## config.mk

```make
export PLATFORM = sky130hd
export DESIGN_NAME = ram_arb2
export DESIGN_NICKNAME = d
export VERILOG_FILES = /design/src/rtl/ram_pkg.sv /design/src/rtl/rr_arb2.sv /design/src/rtl/ram_arb2.sv
export SDC_FILE = /design/constraint.sdc
export NUM_CORES = 1
export LEC_CHECK = 0
export CAP_MARGIN = 25
export CORE_ASPECT_RATIO = 0.7
export CORE_MARGIN = 2
export CORE_UTILIZATION = 43
export CTS_CLUSTER_DIAMETER = 100
export DETAILED_ROUTE_END_ITERATION = 12
export GPL_TIMING_DRIVEN = 0
export PLACE_DENSITY = 0.85
export SLEW_MARGIN = 30
export SYNTH_ARGS = -nofsm -noshare
export SYNTH_HDL_FRONTEND = slang
export SYNTH_SLANG_ARGS = --single-unit
export TNS_END_PERCENT = 30
```

## constraint.sdc

```tcl
create_clock -name clk -period 1.95 [get_ports clk]
set_input_delay 0.2925 -clock clk [delete_from_list [all_inputs] [get_ports clk]]
set_output_delay 0.2925 -clock clk [all_outputs]
set_load 0.01 [all_outputs]
```

## src/rtl/ram_pkg.sv

```systemverilog
`default_nettype none
// ============================================================================
//  Module      : ram_pkg
//  Description : Shared constants and types for the two-requester RAM
//                arbiter: RAM geometry, requester ids, command and read-tag
//                records.
//  Revision    : 1.0 - initial release
// ============================================================================
package ram_pkg;

  localparam int ADDR_W  = 8;   // 256-word RAM
  localparam int DATA_W  = 16;  // RAM word width
  localparam int RAM_LAT = 1;   // registered address -> valid douta

  typedef enum logic {
    PORT_A = 1'b0,
    PORT_B = 1'b1
  } port_id_e;

  typedef struct packed {
    logic              we;
    logic [ADDR_W-1:0] addr;
    logic [DATA_W-1:0] wdata;
  } cmd_t;

  // Travels alongside an outstanding read so the returning word can be
  // steered to the requester that issued it.
  typedef struct packed {
    logic     valid;
    port_id_e owner;
  } rd_tag_t;

endpackage
`default_nettype wire

```

## src/rtl/rr_arb2.sv

```systemverilog
`default_nettype none
// ============================================================================
//  Module      : rr_arb2
//  Description : Combinational two-way round-robin pick. With both ports
//                eligible the port that did not win last time is chosen.
//  Ports       : elig[1:0]  eligibility, bit0 = A, bit1 = B
//                last_gnt   port that received the most recent grant
//                gnt[1:0]   one-hot winner (all zero when nobody eligible)
//  Revision    : 1.0 - initial release
// ============================================================================
module rr_arb2
  import ram_pkg::*;
(
  input  logic [1:0] elig,
  input  port_id_e   last_gnt,
  output logic [1:0] gnt
);

  always_comb begin
    gnt = 2'b00;
    case (elig)
      2'b01:   gnt = 2'b01;
      2'b10:   gnt = 2'b10;
      2'b11:   gnt = (last_gnt == PORT_B) ? 2'b01 : 2'b10;
      default: gnt = 2'b00;
    endcase
  end

endmodule
`default_nettype wire

```

## src/rtl/ram_arb2.sv

```systemverilog
`default_nettype none
// ============================================================================
//  Module      : ram_arb2
//  Description : Round-robin arbiter/sequencer placing one command per cycle
//                from requester A or B onto a single-port RAM, and returning
//                read data to the issuing requester with a valid pulse.
//  Ports       : clk, reset                 clock, sync active-high reset
//                a_req/a_we/a_addr/a_wdata  requester A command
//                a_gnt                      A command accepted (1 cycle)
//                a_rvalid/a_rdata           A read return
//                b_*                        same for requester B
//                ram_we/ram_addr/ram_din    registered RAM command
//                ram_dout                   RAM read data
//  Revision    : 1.0 - initial release
// ============================================================================
module ram_arb2
  import ram_pkg::*;
#(
  // Widths must agree with ram_pkg, whose command record is used internally.
  parameter int ADDR_W  = ram_pkg::ADDR_W,
  parameter int DATA_W  = ram_pkg::DATA_W,
  parameter int RAM_LAT = ram_pkg::RAM_LAT
) (
  input  logic              clk,
  input  logic              reset,
  input  logic              a_req,
  input  logic              a_we,
  input  logic [ADDR_W-1:0] a_addr,
  input  logic [DATA_W-1:0] a_wdata,
  output logic              a_gnt,
  output logic              a_rvalid,
  output logic [DATA_W-1:0] a_rdata,
  input  logic              b_req,
  input  logic              b_we,
  input  logic [ADDR_W-1:0] b_addr,
  input  logic [DATA_W-1:0] b_wdata,
  output logic              b_gnt,
  output logic              b_rvalid,
  output logic [DATA_W-1:0] b_rdata,
  output logic              ram_we,
  output logic [ADDR_W-1:0] ram_addr,
  output logic [DATA_W-1:0] ram_din,
  input  logic [DATA_W-1:0] ram_dout
);

  port_id_e   last_gnt;
  logic [1:0] elig;
  logic [1:0] win;
  cmd_t       win_cmd;
  rd_tag_t    tag_in;
  rd_tag_t    tag_out;
  rd_tag_t    tag_sr [RAM_LAT];

  // A port whose grant pulse is still visible is held off for that cycle,
  // so a requester has a full cycle to drop or change its request.
  assign elig = {b_req & ~b_gnt, a_req & ~a_gnt};

  rr_arb2 u_rr_arb2 (
    .elig     (elig),
    .last_gnt (last_gnt),
    .gnt      (win)
  );

  // Inputs of the losing/idle port never reach the RAM command.
  always_comb begin
    win_cmd = '0;
    if (win[1]) begin
      win_cmd = '{we: b_we, addr: b_addr, wdata: b_wdata};
    end else if (win[0]) begin
      win_cmd = '{we: a_we, addr: a_addr, wdata: a_wdata};
    end
  end

  always_ff @(posedge clk) begin
    if (reset) begin
      ram_we   <= 1'b0;
      ram_addr <= '0;
      ram_din  <= '0;
      a_gnt    <= 1'b0;
      b_gnt    <= 1'b0;
      last_gnt <= PORT_B;
    end else begin
      a_gnt <= win[0];
      b_gnt <= win[1];
      if (|win) begin
        ram_we   <= win_cmd.we;
        ram_addr <= win_cmd.addr;
        ram_din  <= win_cmd.wdata;
        last_gnt <= win[1] ? PORT_B : PORT_A;
      end else begin
        ram_we <= 1'b0;
      end
    end
  end

  // The command registered last cycle is on the RAM port now; a read there
  // starts a tag that emerges from the shift register in step with douta.
  assign tag_in = '{valid: (a_gnt | b_gnt) & ~ram_we,
                    owner: b_gnt ? PORT_B : PORT_A};

  always_ff @(posedge clk) begin
    if (reset) begin
      tag_sr[0] <= '0;
    end else begin
      tag_sr[0] <= tag_in;
    end
  end

  for (genvar i = 1; i < RAM_LAT; i++) begin : g_tag_stage
    always_ff @(posedge clk) begin
      if (reset) begin
        tag_sr[i] <= '0;
      end else begin
        tag_sr[i] <= tag_sr[i-1];
      end
    end
  end

  assign tag_out = tag_sr[RAM_LAT-1];

  always_ff @(posedge clk) begin
    if (reset) begin
      a_rvalid <= 1'b0;
      b_rvalid <= 1'b0;
      a_rdata  <= '0;
      b_rdata  <= '0;
    end else begin
      a_rvalid <= tag_out.valid & (tag_out.owner == PORT_A);
      b_rvalid <= tag_out.valid & (tag_out.owner == PORT_B);
      if (tag_out.valid && tag_out.owner == PORT_A) a_rdata <= ram_dout;
      if (tag_out.valid && tag_out.owner == PORT_B) b_rdata <= ram_dout;
    end
  end

endmodule
`default_nettype wire

```

; Word level (Yosys, flattened, before mapping)
; Memories as Yosys holds them, arrays and structs flattened.
; Index checks and enable logic that the tools add are counted.
[op_classes]
add_sub_neg = 0
mux = 11
multipliers = 0
n_lt_le_gt_ge = 0
div = 0
n_reduce_logical = 5
n_shift = 0
eq_ne = 3
n_bitwise = 11
[ops]
columns = cell, count
row1 = $mux 25, 2
row2 = $mux 1, 6
row3 = $pmux 2 s3, 1
row4 = $reduce_or 2->1, 3
row5 = $and 1x1->1, 5
row6 = $not 1->1, 5
row7 = $eq 2x2->1 const B, 2
row8 = $mux 2, 2
row9 = $eq 2x1->1 const B, 1
row10 = $logic_and 1x1->1, 2
row11 = $or 1x1->1, 1
[word_totals]
register_bits = 62
mem_count = 1
wordCells = 41
ramBits = 2
out_inout_bits = 61
romBits = 0
latch_bits = 0
in_bits = 70
[mem_list]
columns = memory, depth, width, read_ports, rd_ports_with_merged_regs, wr, line_no
row1 = tag_sr, 1, 2, 1, 0, 1, ram_arb2.sv:52  ; rd_tag_t tag_sr [RAM_LAT];

; Logic depth before layout (Yosys ltp)
[logic_depth]
word_depth = 7
ltp_mapped = 5
depth_no_buf = 3

; Hierarchy
; Synthesis repeated with hierarchy kept, for this count alone.
[hier_totals]
hier_cells = 274
area_unflattened_um2 = 2596.2
[by_module_without_submodules]
columns = module, cells_per_inst, area_each_um2, n_inst
row1 = ram_arb2, 271, 2577.5, 1
row2 = rr_arb2, 3, 18.8, 1

; Worst setup path before layout
; No wires, ideal clock.
[synth_path]
kind = reg2reg
startpoint = register a_gnt
endpoint = register ram_din[10]
slack_ns = 0.722
setup_time_ns = 0.143
period_less_slack_ns = 1.228
path_stages_with_launch = 6
path_buffers = 2
arrival_ns = 1.085
required_time_ns = 1.807
cell_sequence = dfxtp_1 and3b_1 buf_4 buf_6 nor3_1 nor4_2
[synth_between]
elab_chain_len = 6
word_cells_on_any_way = 9
cone_classes = eq/ne (3) / mux (3) / bitwise (2) / reduce/logical (1)
[synth_rtl]
columns = item, line_no
row1 = "start, declared", ram_arb2.sv:30  ; output logic a_gnt,
row2 = "start signal, assigned", ram_arb2.sv:83  ; a_gnt <= win[0];
row3 = $not 1->1 *, ram_arb2.sv:56  ; assign elig = {b_req & ~b_gnt, a_req & ~a_gnt};
row4 = $and 1x1->1 *, ram_arb2.sv:56
row5 = $eq 2x2->1 or $eq 2x1->1 (tied branches), rr_arb2.sv:21  ; case (elig)
row6 = $pmux 2 s3 *, rr_arb2.sv:21
row7 = $mux 25, ram_arb2.sv:69  ; end else if (win[0]) begin
row8 = $mux 25, ram_arb2.sv:67  ; if (win[1]) begin
row9 = "end signal, assigned", ram_arb2.sv:88  ; ram_din <= win_cmd.wdata;
row10 = "end, declared", ram_arb2.sv:42  ; output logic [DATA_W-1:0] ram_din,
; Every way passes the cells marked *; elsewhere a longest branch is shown, timed or not.
; A chain may end at the register's enable or synchronous reset.

; Worst setup path after layout
[layout_path]
startpoint = register a_gnt
endpoint = output port a_gnt
; No word-level cell between the ends.

==> metrics.md <==
| Metric | Value |
|---|---|
| Final Hold Fails | `0` |
| Cell area after layout | `around 4200 sq um` |
| Worst skew pair latency | `about 0.34 ns` |
| Total negative slack | `0 ns` |
| GP Congestion | `about 0.86` |
| H-tree depth | `3` |
| Power Density | `793.7 nW/um^2` |
| Root Buffer | `clkbuf_8` |
| Fillers | `~460` |
| Startpoint types | `flop` |
| DR pass1 iterations | `5` |
| Vias in the first global route | `~2,800` |
| Vias per inst | `5.319` |
| Most frequent cells in the layout | `129 x clkdlybuf4s50_1, 65 x nand2_1, 64 x dfxtp_1` |
| Layout cells sized above 1 | `0.1070` |
| Worst Path Required | `between 1.5 and 2 ns` |
| Synthesized area per cell | `approximately 8.4 sq um` |
| Std-Cell Rows | `23` |
| Most common cell after layout, fill and taps aside | `clkdlybuf4s50_1` |
| Max Slew Vio Count | `0` |
| Synthesis-stage register bit count | `64` |
| CTS Buf Count | `9` |
| Critical path capture point type | `output port` |
| Max Fclk | `0.6149 GHz` |
| Initial antenna violation count | `0` |
| CP max stage cell | `clkdlybuf4s50_1` |
| Critical path buffer and inverter count | `1` |
| Least-Margin Pin Slew | `approximately 0.71 ns` |
| Final WS setup | `approximately 0.32 ns` |
| Netlist cell types | `25` |
| Post-route ant nets | `0` |
| Crit-path leading delay family | `buffers and inverters` |
| Total GRT Usage | `0.2549` |
| Die footprint | `6764 sq um` |
| Worst hold path type | `in -> reg` |
| Yosys top cell by area | `dfxtp_1` |
| Area Overhead vs Synth | `61.02%` |
| Core ar. | `5813 sq um` |
| Clock Skew | `0.008141 ns` |
| Busiest layer in global routing | `met2` |
| Leak | `between 1 and 1.5 nW` |
| Met1 Use GR | `0.3236` |
| Grt total ovfl | `0` |
| Crit Path Class | `reg -> out` |
| Crit path time final | `between 1.5 and 2 ns` |
| DPL Wire Length | `between 6000 and 7000 microns` |
| Fin crit share | `0.8340` |
| Peak VDD IR | `0.3774 mV` |
| DRC Markers | `0` |
| Clock Pin Slew Worst Setup and Hold Paths | `0.08 ns` |
| Seq/Total Area, Yosys | `0.4874` |
| Grt met2 use | `0.3977` |
| Largest cells by area after synthesis | `dfxtp_1 49%, nand2_1 9.3%, a21oi_1 6.1%` |
| Post-cts sizing count | `0` |
| Dpl ws | `0.1810 ns` |
| Max-Cap Viols | `0` |
| Placed cell area | `4014 sq um` |
| Starting Density | `0.4522` |
| Worst slew margin | `0.5287` |
| Post-Syn Instances | `313` |
| RSZ-0062 raised after global routing | `false` |
| Syn Std Cell Area | `roughly 2600 sq um` |
| Crit-path cells | `clkdlybuf4s50_1` |
| Routed WL per cell | `roughly 16 microns` |
| CP Max Fanout | `6` |
| TritonCTS Sinks | `64` |
| Global-route wire length before repair | `13,740 microns` |
| Longest Clk Path Bufs | `2` |
| CTS Hold Buffers Added | `0` |
| First DRT Iteration DRCs | `132` |
| Vias after detailed routing | `2,835` |
| DIE HEIGHT | `69.42 microns` |
| CTS tree | `done` |
| CP peak stage delay | `~0.58 ns` |
| # port buffers | `129` |
| Largest net degree at the start of global routing | `13` |
| Final Util | `0.7282` |
| Yosys top cell area share | `0.4874` |
| Global Route met3 Usage | `0.09677` |
| # IOs | `131` |
| Postcts setup bufs | `0` |
| WP data arrival | `1.33 ns` |
| Outcome | `completed` |
| Die width | `a little under 100 microns` |
| N_diodes | `0` |
| Nets | `between 500 and 600` |
| Synthesis Warnings | `0` |
| Synthesized Nets | `383` |
| # setup viols final | `0` |
| Routed WL | `8515 microns` |
-- per-stage QoR --
| step | std cells | power, W | hold slack (ns) |
|---|---|---|---|
| 2_1_floorplan | 313 | 0.001758 | 0.4285 |
| 3_3_place_gp | 517 | 0.002116 | 0.4097 |
| 3_5_place_dp | 517 | 0.002131 | 0.4111 |
| 4_1_cts | 533 | 0.003373 | 0.2617 |
| 5_1_grt | 533 | 0.003495 | 0.2870 |
| 6_report | 533 | 0.003360 | 0.2702 |
-- per-layer routing --
| layer | share of wire | vias up |
|---|---|---|
| li1 | - | 1389 |
| met4 | 0.023 | 0 |
| met5 | 0 | - |
| met3 | 0.080 | 19 |
| met2 | 0.46 | 107 |
| met1 | 0.44 | 1320 |
-- state kept, by name (all words and copies together) (netlist names) --
| name | flops |
|---|---|
| b_gnt | 1 |
| b_rvalid | 1 |
| ram_we | 1 |
| a_rvalid | 1 |
| last_gnt | 1 |
| a_rdata | 16 |
| a_gnt | 1 |
| b_rdata | 16 |
| ram_addr | 8 |
| tag_sr | 2 |
| ram_din | 16 |
-- synth_stat cells --
library cell and n:
a211o_1 1, a211oi_1 14, a21oi_1 32, a31oi_1 11, and2_1 1, and3b_1 1
buf_1 3, buf_2 12, buf_4 8, buf_6 2, clkbuf_1 6, clkbuf_2 2
dfxtp_1 64, inv_1 1, nand2_1 65, nand2b_1 3, nand3_1 23, nand3b_1 1
nor2_1 5, nor2b_1 4, nor3_1 29, nor4_1 4, nor4_2 9, o211ai_1 11
o21ai_0 1
-- cell families (layout without fill, tap and decap cells) --
| kind of cell | Yosys count | after routing | share of synthesized area |
|---|---|---|---|
| AND/OR/NAND/NOR | 145 | 145 | 0.2765 |
| AO/OA/AOI/OAI | 70 | 70 | 0.1637 |
| buffers and inverters | 34 | 179 | 0.07235 |
| flip-flops | 64 | 64 | 0.4874 |
-- worst paths after layout --
path | start | end | slack (ns) | cells past startpoint
max | a_gnt$_SDFF_PP0_ | a_gnt | 0.32 | 1
min reg2reg | ram_we$_SDFF_PP0_ | tag_sr[0][1]$_SDFF_PP0_ | 0.42 | 1
max reg2reg | a_gnt$_SDFF_PP0_ | ram_addr[3]$_SDFFE_PP0P_ | 0.57 | 4
min | reset | tag_sr[0][0]$_SDFF_PP0_ | 0.27 | 2
-- report_power, final --
group / internal, W / switching (W)
logic: 0.000364 / 0.000310
clock network: 0.000721 / 0.000531
registers: 0.00139 / 0.0000475
total: 0.00247 / 0.000888
-- area by class of cell --
type / instances / area [sq um] / area share
clock inverter: 7 / 95.09 / 0.02247
buffer: 33 / 186.4 / 0.04404
inverter: 1 / 3.754 / 0.0008868
sequential: 64 / 1281 / 0.3027
tap: 75 / 93.84 / 0.02217
timing repair buffer: 129 / 1291 / 0.3051
clock buffer: 9 / 123.9 / 0.02926
multi-input combinational: 215 / 1157 / 0.2734
Note: power is estimated with default switching activity, not from simulation.
==> patch, RTL diff (same settings) <==
Make the reset (`reset`) asynchronous in 4 clocked blocks. Comments in the files are not updated.
--- a/src/rtl/ram_arb2.sv
+++ b/src/rtl/ram_arb2.sv
@@ -73,3 +73,3 @@
 
-  always_ff @(posedge clk) begin
+  always_ff @(posedge clk or posedge reset) begin
     if (reset) begin
@@ -100,3 +100,3 @@
 
-  always_ff @(posedge clk) begin
+  always_ff @(posedge clk or posedge reset) begin
     if (reset) begin
@@ -109,3 +109,3 @@
   for (genvar i = 1; i < RAM_LAT; i++) begin : g_tag_stage
-    always_ff @(posedge clk) begin
+    always_ff @(posedge clk or posedge reset) begin
       if (reset) begin
@@ -120,3 +120,3 @@
 
-  always_ff @(posedge clk) begin
+  always_ff @(posedge clk or posedge reset) begin
     if (reset) begin
Check against the original RTL: differs if reset is asserted again (counterexample within 4 cycles, from zero or initial values and one cycle with reset high); with reset held inactive, the same outputs for 10 cycles.
==> patch against the original RTL <==
Routed wire length down 17%. Sequential share of layout area up 6.8 points. Final area up 2.2%. Register-to-register slack worse by 270 ps. Critical path depth up 4. Fmax down 1.5%. Worst setup slack worse by 25 ps. Sequential cell count unchanged. First-iteration DRC count down 30%. Synthesized area up 2.1%. Non-clock buffer count down 14. Critical path type is now register to register.
Power is not compared: it rests on default switching activity, and its combinational part moved more than twofold at a synthesized area within 25%.
==> patch: results (changes against the original RTL) <==
[routing]
wl_per_cell_um=16.2  ; +1.5%
dr.pass1.iters=4  ; -1
drtIter0Drc=92  ; -30%
dr_total_vias=2247  ; -21%
drt-total-wl_um=7100  ; -17%

[logic_synthesis]
ys_seq_area_frac=0.597  ; +0.110
syn_area_per_cell_um2=12.6  ; +50%
synth.distinct_cells=25  ; unchanged
ys_warn_count=0  ; unchanged
synthTopCellsByCount=dfrtp_1 (63), mux2_2 (32), nand3_1 (16), o21ai_0 (16)
yosys-top-cells-area=dfrtp_1 (59%), mux2_2 (13%), a31oi_1 (3.5%)
async_flop_share=1.00  ; +1.00
syn_nets=283  ; -26%

[clock_network]
path_clk_slew_ps=70
cts_root_buf=clkbuf_8
cts_setup_buffers=0  ; unchanged
clock_path_buffers=2  ; unchanged
cts_resized=0  ; unchanged
cts_buffers=9  ; unchanged
cts_max_level=3  ; unchanged
insertion_delay_ps=330

[global_routing]
grt_antenna_before_repair=0  ; unchanged
grt_pass1_vias=2286  ; -18%
grt_pass1_wl_um=11600  ; -16%
grt_max_degree=36  ; +23
grt_use_total=0.214  ; -0.0405

[placed_design]
gp_congestion=0.778  ; -9.1%
port_buffers=130  ; +0.78%
dp_hpwl_um=5360  ; -18%
dpl_cell_area_mm2=0.00411  ; +2.3%
place_inst=422  ; -18%

[worst_hold_path]
hold_class=input pin to async pin

[setup_path]
crit_arrival_ps=1830  ; +500 ps
cp_max_fo=10  ; +4

[layout]
fin_nets=425  ; -19%
nFillCells=450  ; -2.6%
drive_gt1_frac=0.192  ; +0.0847
diodes=0  ; unchanged
multi_input_area_um2=951  ; -18%
reg_top3=a_rdata (16), b_rdata (16), ram_din (16)

[sta]
slew_headroom=0.661  ; +0.133
finalClockSkew_ps=6.40  ; -1.75 ps

[power_and_ir_drop]
p_leak_nw=1.82
max-vdd-ir-drop_mv=0.481

[status]
outcome=completed

==> patch: changes by cell type after synthesis, sizes merged, moves of 13 or more <==
cell	change
nor3	-14
mux2	+32
dfrtp	+63
nand2	-62
nor4	-13
o21ai	+17
a21oi	-32
a211oi	-14
dfxtp	-64
==> patch: worst paths after layout <==
check                                 startpoint                 endpoint  slack [ps]  cells past startpoint
min in group clk                ram_we$_DFF_PP0_     tag_out[1]$_DFF_PP0_         420                      1
max in group asynchronous                  reset     last_gnt$_DFFE_PP1P_        1090                      3
worst max register to register   b_gnt$_DFF_PP0_  ram_addr[0]$_DFFE_PP0P_         300                      5
worst min-delay path                       reset   b_rdata[3]$_DFFE_PP0P_         300                      2
worst min register to register  ram_we$_DFF_PP0_     tag_out[1]$_DFF_PP0_         420                      1
worst max-delay path             b_gnt$_DFF_PP0_  ram_addr[0]$_DFFE_PP0P_         300                      5
==> patch: layer usage <==
layer / vias to the layer above / GRT usage / part of all wire
met5: - / 0 / 0
li1: 1063 / - / -
met2: 99 / 0.333 / 0.48
met4: 0 / 0.0761 / 0.0062
met3: 6 / 0.0551 / 0.068
met1: 1079 / 0.295 / 0.45
==> patch: per-stage QoR <==
stage / TNS [ps] / power (W) / worst slack [ps]
after floorplan: 0 / 0.00301 / 61.1
after global placement: -61710 / 0.00424 / -976
after detailed placement: 0 / 0.00434 / 24.9
after CTS: 0 / 0.00558 / 296
after global routing: 0 / 0.00584 / 190
final: 0 / 0.00552 / 299
==> patch: kinds of logic (layout without fill, tap and decap cells) <==
group           after synthesis  count (layout)  share of synthesized area
simple gates                 54              54                      0.115
buf+inv                      20             167                     0.0489
mux                          32              32                      0.134
flops                        64              64                      0.597
compound gates               43              43                      0.105
==> patch: layout make-up <==
cell class              instances  share of cell area
inverters                       3             0.00318
well taps                      78              0.0226
flip-flops and latches         64               0.371
clock buffers                   9              0.0286
clock inverters                 7              0.0220
multi-input cells             129               0.220
repair buffers                131               0.305
plain buffers                  17              0.0278
==> patch: worst max-delay path: stages, from the launching register on <==
cell and delay (ps):
dfrtp_1 430, nand2b_4 160, buf_6 130, nand2_1 160
clkbuf_1 430, a31oi_1 180
==> patch: report_power, final <==
part           switching [W]  leakage (nW)  internal, W
clock network       0.000512         0.110     0.000721
logic               0.000838         0.958      0.00136
registers           0.000270         0.754      0.00182
